File: src/rtl/mem_stage_pkg.sv
// Shared LC-3b types for the MEM stage: word/register widths, opcodes,
// the MEM sequencing states and opcode classification helpers.
package mem_stage_pkg;

  typedef logic [15:0] lc3b_word;
  typedef logic [2:0]  lc3b_reg;

  typedef enum logic [3:0] {
    op_br   = 4'b0000,
    op_add  = 4'b0001,
    op_ldb  = 4'b0010,
    op_stb  = 4'b0011,
    op_jsr  = 4'b0100,
    op_and  = 4'b0101,
    op_ldr  = 4'b0110,
    op_str  = 4'b0111,
    op_rti  = 4'b1000,
    op_not  = 4'b1001,
    op_ldi  = 4'b1010,
    op_sti  = 4'b1011,
    op_jmp  = 4'b1100,
    op_shf  = 4'b1101,
    op_lea  = 4'b1110,
    op_trap = 4'b1111
  } lc3b_opcode;

  typedef enum logic [1:0] {
    S_IDLE  = 2'd0,
    S_PTR   = 2'd1,
    S_FINAL = 2'd2
  } lc3b_mem_state;

  // Opcodes that touch data memory (TRAP reads its vector).
  function automatic logic is_mem_op(lc3b_opcode op);
    return (op == op_ldr) || (op == op_ldb) || (op == op_ldi) ||
           (op == op_str) || (op == op_stb) || (op == op_sti) ||
           (op == op_trap);
  endfunction

  // Two-access ops: first read fetches a pointer, second access uses it.
  function automatic logic is_indirect(lc3b_opcode op);
    return (op == op_ldi) || (op == op_sti);
  endfunction

endpackage

File: src/rtl/mem_stage_byte_fmt.sv
// Byte formatting for the MEM stage: LDB lane select with sign extension,
// STB byte replication and write lane enables. Purely combinational.
module mem_byte_fmt
  import mem_stage_pkg::*;
(
  input  logic       addr_lsb_i,
  input  lc3b_word   rdata_i,
  input  lc3b_word   sr2_i,
  output lc3b_word   ldb_result_o,
  output lc3b_word   stb_wdata_o,
  output logic [1:0] stb_be_o
);

  logic signed [7:0] ld_byte;

  // Pick the addressed byte lane for loads and steer the store byte to both lanes.
  always_comb begin
    ld_byte      = addr_lsb_i ? rdata_i[15:8] : rdata_i[7:0];
    ldb_result_o = {{8{ld_byte[7]}}, ld_byte};
    stb_wdata_o  = {sr2_i[7:0], sr2_i[7:0]};
    stb_be_o     = addr_lsb_i ? 2'b10 : 2'b01;
  end

endmodule

File: src/rtl/mem_stage.sv
// LC-3b pipeline MEM stage: drives the data-memory port, sequences the
// LDI/STI pointer access, formats byte accesses and stalls while busy.
module mem_stage
  import mem_stage_pkg::*;
(
  input  logic       clk,
  input  logic       reset,
  input  logic       exmem_valid,
  input  lc3b_opcode exmem_opcode,
  input  lc3b_word   exmem_alu,
  input  lc3b_word   exmem_sr2,
  input  lc3b_word   exmem_branch_address,
  input  lc3b_reg    exmem_rd,
  input  lc3b_word   dmem_rdata,
  input  logic       dmem_resp,
  output lc3b_word   dmem_address,
  output logic       dmem_read,
  output logic       dmem_write,
  output logic [1:0] dmem_byte_enable,
  output lc3b_word   dmem_wdata,
  output lc3b_word   mem_result,
  output lc3b_reg    mem_rd,
  output logic       mem_stall
);

  lc3b_mem_state state_q, state_d;
  lc3b_word      ptr_q, ptr_d;

  logic       mem_op;
  logic       rd_strobe;
  logic       wr_strobe;
  logic       final_acc;
  lc3b_word   ldb_result;
  lc3b_word   stb_wdata;
  logic [1:0] stb_be;

  assign mem_op = exmem_valid && is_mem_op(exmem_opcode);
  assign mem_rd = exmem_rd;

  mem_byte_fmt u_byte_fmt (
    .addr_lsb_i   (exmem_alu[0]),
    .rdata_i      (dmem_rdata),
    .sr2_i        (exmem_sr2),
    .ldb_result_o (ldb_result),
    .stb_wdata_o  (stb_wdata),
    .stb_be_o     (stb_be)
  );

  // State and pointer register; reset abandons any in-flight indirect access.
  always_ff @(posedge clk) begin
    if (reset) begin
      state_q <= S_IDLE;
      ptr_q   <= '0;
    end else begin
      state_q <= state_d;
      ptr_q   <= ptr_d;
    end
  end

  // Next state plus memory port decode from the current state and opcode.
  always_comb begin
    state_d          = state_q;
    ptr_d            = ptr_q;
    rd_strobe        = 1'b0;
    wr_strobe        = 1'b0;
    final_acc        = 1'b0;
    dmem_address     = exmem_alu;
    dmem_byte_enable = 2'b11;
    dmem_wdata       = exmem_sr2;
    case (state_q)
      S_IDLE: begin
        if (mem_op) begin
          if (is_indirect(exmem_opcode)) begin
            rd_strobe = 1'b1;
            if (dmem_resp) begin
              ptr_d   = dmem_rdata;
              state_d = S_PTR;
            end
          end else begin
            final_acc = 1'b1;
            if (exmem_opcode == op_str) begin
              wr_strobe = 1'b1;
            end else if (exmem_opcode == op_stb) begin
              wr_strobe        = 1'b1;
              dmem_byte_enable = stb_be;
              dmem_wdata       = stb_wdata;
            end else begin
              rd_strobe = 1'b1;
            end
          end
        end
      end
      // Turnaround cycle between pointer read and final access; no strobes.
      S_PTR: begin
        dmem_address = ptr_q;
        state_d      = S_FINAL;
      end
      S_FINAL: begin
        dmem_address = ptr_q;
        final_acc    = 1'b1;
        if (exmem_opcode == op_sti) wr_strobe = 1'b1;
        else                        rd_strobe = 1'b1;
        if (dmem_resp) state_d = S_IDLE;
      end
      default: state_d = S_IDLE;
    endcase
  end

  // Strobes and stall are suppressed during reset; stall clears on the completing resp.
  always_comb begin
    dmem_read  = rd_strobe && !reset;
    dmem_write = wr_strobe && !reset;
    mem_stall  = !reset && (mem_op || (state_q != S_IDLE)) &&
                 !(final_acc && dmem_resp);
  end

  // Writeback value: formatted load data, LEA address, or the ALU result.
  always_comb begin
    mem_result = exmem_alu;
    if (mem_op) begin
      case (exmem_opcode)
        op_ldb:                 mem_result = ldb_result;
        op_ldr, op_ldi, op_trap: mem_result = dmem_rdata;
        default:                mem_result = exmem_alu;
      endcase
    end else if (exmem_valid && exmem_opcode == op_lea) begin
      mem_result = exmem_branch_address;
    end
  end

endmodule

File: config.mk
export PLATFORM = sky130hd
export DESIGN_NAME = mem_stage
export DESIGN_NICKNAME = d
export VERILOG_FILES = /design/src/rtl/mem_stage_pkg.sv /design/src/rtl/mem_stage_byte_fmt.sv /design/src/rtl/mem_stage.sv
export SDC_FILE = /design/constraint.sdc
export NUM_CORES = 1
export LEC_CHECK = 0
export BUFFER_PORTS_ARGS = -buffer_cell sky130_fd_sc_hd__buf_2
export CAP_MARGIN = 40
export CORE_MARGIN = 2
export CORE_UTILIZATION = 39
export CTS_CLUSTER_SIZE = 25
export DETAILED_ROUTE_END_ITERATION = 10
export GPL_TIMING_DRIVEN = 0
export PLACE_DENSITY = 0.76
export SLEW_MARGIN = 20
export SYNTH_ARGS = -nofsm -noshare
export SYNTH_HDL_FRONTEND = slang
export SYNTH_SLANG_ARGS = --single-unit
File: constraint.sdc
create_clock -name clk -period 2.35 [get_ports clk]
set_input_delay 0.1175 -clock clk [delete_from_list [all_inputs] [get_ports clk]]
set_output_delay 0.1175 -clock clk [all_outputs]
set_load 0.005 [all_outputs]
# Word-level counts from Yosys, hierarchy flattened
# Cells that the tools add are included.
totals:
  word_cells: 75
  output_inout_bits: 56
  in_bits: 75
  ff_bits: 18
op_classes:
  n_eq_ne: 14
  n_reduce_logical: 23
  n_mux: 36
ops:
  columns: ["op", "count"]
  rows:
  - ["16-bit two-way mux", 8]
  - ["16-bit case mux with 2 select lines", 1]
  - ["2-bit two-way mux", 10]
  - ["4-bit equality test, second input constant", 4]
  - ["1-bit two-way mux", 12]
  - ["4-bit by 2-bit equality test with 1-bit output, second input constant", 2]
  - ["4-bit by 3-bit equality test with 1-bit output, second input constant", 2]
  - ["1-bit logical OR", 8]
  - ["8-bit two-way mux", 1]
  - ["2-bit inequality test, second input constant", 4]
  - ["4-bit AND reduction", 2]
  - ["1-bit logical AND", 7]
  - ["1-bit case mux with 2 select lines", 3]
  - ["2-bit case mux with 3 select lines", 1]
  - ["3-bit OR reduction", 1]
  - ["2-bit by 1-bit equality test with 1-bit output, second input constant", 1]
  - ["2-bit equality test, second input constant", 1]
  - ["1-bit logical NOT", 2]
  - ["2-bit logical NOT", 1]
  - ["2-bit nonzero test", 1]
  - ["2-bit OR reduction", 1]

# Logic depth before layout (Yosys ltp)
logic_depth:
  word_depth: 13
  ltp_mapped: 8
  mapped_depth_nobuf: 6

# By module
# Synthesis repeated with hierarchy kept, for this count alone.
hier_totals:
  hier_cells: 279
  hier_area_um2: 2173.3
by_module_without_submodules:
  columns: ["mod", "area_per_inst_um2", "instances", "cells_each"]
  rows:
  - ["mem_stage", 1850.5, 1, 244]
  - ["mem_byte_fmt", 322.8, 1, 35]

# Worst setup path before layout
# Ideal clock, no wire load.
synth_path:
  path_kind: "flip-flop to output port"
  startpoint: "register state_q[1]"
  endpoint: "output port dmem_address[10]"
  stages_incl_launch_ff: 6
  path_buffers: 2
  path_slack_ns: 0.602
  t_required_ns: 2.233
  arrival_time_ns: 1.630
  path_cell_list: "dfxtp_1 > inv_1 > ha_1 > clkbuf_1 > buf_1 > mux2_2"
synth_via:
  elab_chain_cells: 3
synth_rtl:
  columns: ["item", "line", "text"]
  rows:
  - ["from (decl)", "mem_stage.sv:26", "lc3b_mem_state state_q, state_d;"]
  - ["from (signal assigned)", "mem_stage.sv:55", "state_q <= state_d;"]
  - ["2-bit equality test / 2-bit by 1-bit equality test with 1-bit output (equally long branches)", "mem_stage.sv:70", "case (state_q)"]
  - ["2-bit OR reduction (no source line) *", null, null]
  - ["16-bit two-way mux *", "mem_stage.sv:70", null]
  - ["to (decl)", "mem_stage.sv:16", "output lc3b_word dmem_address,"]
# Every way passes the cells marked *; elsewhere a longest branch is shown, timed or not.

# Final worst setup path
layout_path:
  startpoint: "register state_q[0]"
  endpoint: "output port dmem_wdata[8]"
layout_via:
  elab_chain_cells: 2
layout_rtl:
  columns: ["item", "line", "text"]
  rows:
  - ["2-bit logical NOT", "mem_stage.sv:70", null]
  - ["16-bit two-way mux", "mem_stage.sv:70", null]
  - ["to (decl)", "mem_stage.sv:20", "output lc3b_word dmem_wdata,"]
# Every way passes these cells.

==> flow_summary.json <==
{
  "peakVddDrop_v": 0.000208,
  "numCtsBuffers": 3,
  "routedWlPerCell_um": 14.4,
  "hold_depth": 3,
  "nets": 436,
  "chipHeight_um": 74.2,
  "start_kind": "register",
  "grt_max_degree": 11,
  "h-tree-depth": 1,
  "synthArstFlopShare": 0,
  "final_util": 0.566,
  "drc": 0,
  "post_cts_buffers": 0,
  "skew_ns": 0.00462,
  "grt_usage": 0.213,
  "core_um2": 4720,
  "slew_headroom": 0.647,
  "drv_cap": 0,
  "ctsLongestPathBuffers": 2,
  "ys_ff_latch": 18,
  "combPwrFrac": 0.383,
  "diodes": 0,
  "die_w_um": 74.2,
  "totalWireLength_um": 6100,
  "power_frac_seq": 0.360,
  "critPathRequiredTime_ns": 2.23,
  "hold_path.class": "input pin to register",
  "tightest_slew_ns": 0.530,
  "grt_overflow_total": 0,
  "crit_fanout": 9,
  "first_global_vias": 2113,
  "synth_edf_count": 0,
  "rsz0062_at_grt": "false",
  "cts_root_buf": "clkbuf_8",
  "switching_share": 0.308,
  "rows": 25,
  "clkTransAtPathRegs_ns": 0.07,
  "fin_crit_sh": 0.941,
  "yosysUniqueCellTypes": 43,
  "ys.flop_type": "dfxtp_1",
  "dr.first_iter.drc_count": 138,
  "grt_antenna_before_repair": 0,
  "rr_worst_depth": 8,
  "worstPathArrival_ns": 2.09,
  "place_congestion": 0.794,
  "syn-num-nets": 306,
  "io_pins": 131,
  "grt_first_pass_wirelength_um": 9200,
  "dieArea_um2": 5510,
  "syn_area_per_cell_um2": 8.43,
  "finalHoldViolCount": 0,
  "status": "finished, final reports clean",
  "cts.sinks": 18,
  "synth_seq_area_share": 0.188,
  "dr_total_vias": 2215,
  "synthCells": 228,
  "antenna_left": 0,
  "portBuffers": 126,
  "slew_viol_final": 0,
  "path_class": "register to output pin",
  "power_leakage_nw": 1.31,
  "finalPower_w": 0.000855,
  "yosys_warnings": 0,
  "rrSetupSlack_ns": 0.48,
  "drive_above_1_share": 0.514,
  "cts_tree": "built",
  "fmax_mhz": 452,
  "clock_latency_ns": 0.26,
  "synth.area.top_cells": "dfxtp_1 (19%), mux2i_1 (16%), mux2_2 (8.8%), buf_4 (6.3%), mux2_4 (6.3%)",
  "synth_top_cell_area_share": 0.188,
  "power_switching_w": 0.000263,
  "clock_power_share": 0.257,
  "finalSetupViolations": 0,
  "yosysTopAreaCell": "dfxtp_1",
  "intPower_w": 0.000592,
  "tns_ns": 0,
  "dp_hpwl_um": 5010,
  "initial_core_util": 0.407,
  "p_per_area_nw_per_um2": 320,
  "area_growth_pct": 39.2,
  "drt-pass1-iter-count": 4,
  "post-route-min-period_ns": 2.21,
  "syn-cell-area_um2": 1920,
  "avgViaCountPerCell": 5.24,
  "end_kind": "output pin"
}
==> layer usage <==
metal,vias up,GRT usage,share of wire
li1,1081,-,-
met1,996,0.244,0.40
met3,14,0.0393,0.086
met4,0,0.0768,0.020
met5,-,0,0
met2,124,0.391,0.49
==> cell usage after synthesis, drive strengths merged, types with 5 or more instances <==
library cell  instances
nand3                10
mux2                 23
a32oi                 8
nand2b                8
nor2                 25
o21ai                10
clkbuf                7
a21oi                15
nand2                 7
mux2i                31
dfxtp                18
o22ai                 9
inv                   5
buf                  22
==> power groups by stage <==
stage	combinational (W)	sequential, W	clock (W)
final	0.000327	0.000308	0.000220
after global routing	0.000361	0.000308	0.000233
after CTS	0.000328	0.000308	0.000222
after detailed placement	0.000327	0.000315	0
after global placement	0.000322	0.000315	0
after floorplan	0.000166	0.000315	0
==> path summary, 6_finish.rpt <==
check                start       endpoint
max reg2reg     state_q[0]      ptr_q[14]
min          dmem_rdata[0]       ptr_q[0]
max             state_q[0]  dmem_wdata[8]
min reg2reg      ptr_q[12]      ptr_q[12]
==> flip-flops by register name, indices dropped and copies added, names as in the netlist <==
register and count:
ptr_q 16, state_q 2
==> cell usage in the layout (no fill, tap or decap), types with 2 or more instances in the layout <==
master,instances
a21oi_1,15
a32oi_1,8
nor2_1,24
nand3_1,10
o21ai_0,10
nand2b_1,8
mux2_2,15
buf_4,16
nor2b_1,2
buf_2,130
o22ai_1,9
clkbuf_1,6
mux2_4,8
clkbuf_8,3
dfxtp_1,18
nand2_1,7
nand3b_1,2
ha_1,3
mux2i_1,31
nor3_1,3
inv_1,5
a211oi_1,2
==> stage by stage <==
step	std cells	cell area [µm²]	worst slack (ns)	hold slack (ns)
after floorplan	228	1920	0.602	0.264
after global placement	421	2640	0.155	0.368
after detailed placement	421	2640	0.108	0.375
after CTS	424	2680	0.0703	0.110
after global routing	423	2680	0.0587	0.129
final	423	2680	0.138	0.110
==> cell type report <==
class                      instances  area (µm²)
fill                             460        2050
clock buffer                       3        41.3
multi-input combinational        176        1350
timing repair buffer             126         631
buffer                            28         189
sequential                        18         360
tap                               67        83.8
inverter                           5        18.8
==> kinds of logic after synthesis <==
kind of cell               share of synthesized area
muxes                                          0.312
buffers and inverters                          0.109
DFF                                            0.188
adders and majority gates                     0.0195
and+or+nand+nor                                0.184
AOI/OAI and AO/OA                              0.188
==> critical path: stages (launching register included) <==
cell,delay [ns]
dfxtp_1,0.31
inv_1,0.09
ha_1,0.24
nand3_1,0.14
or4_1,0.41
buf_4,0.20
mux2_4,0.30
buf_2,0.13
==> timing repair <==
item                                    4_1_cts  5_1_grt
hold buffers                                  0        0
resized for setup                             1        0
cloned                                        0        0
endpoints found under the setup margin        8        8
(Power assumes the default switching activity.)
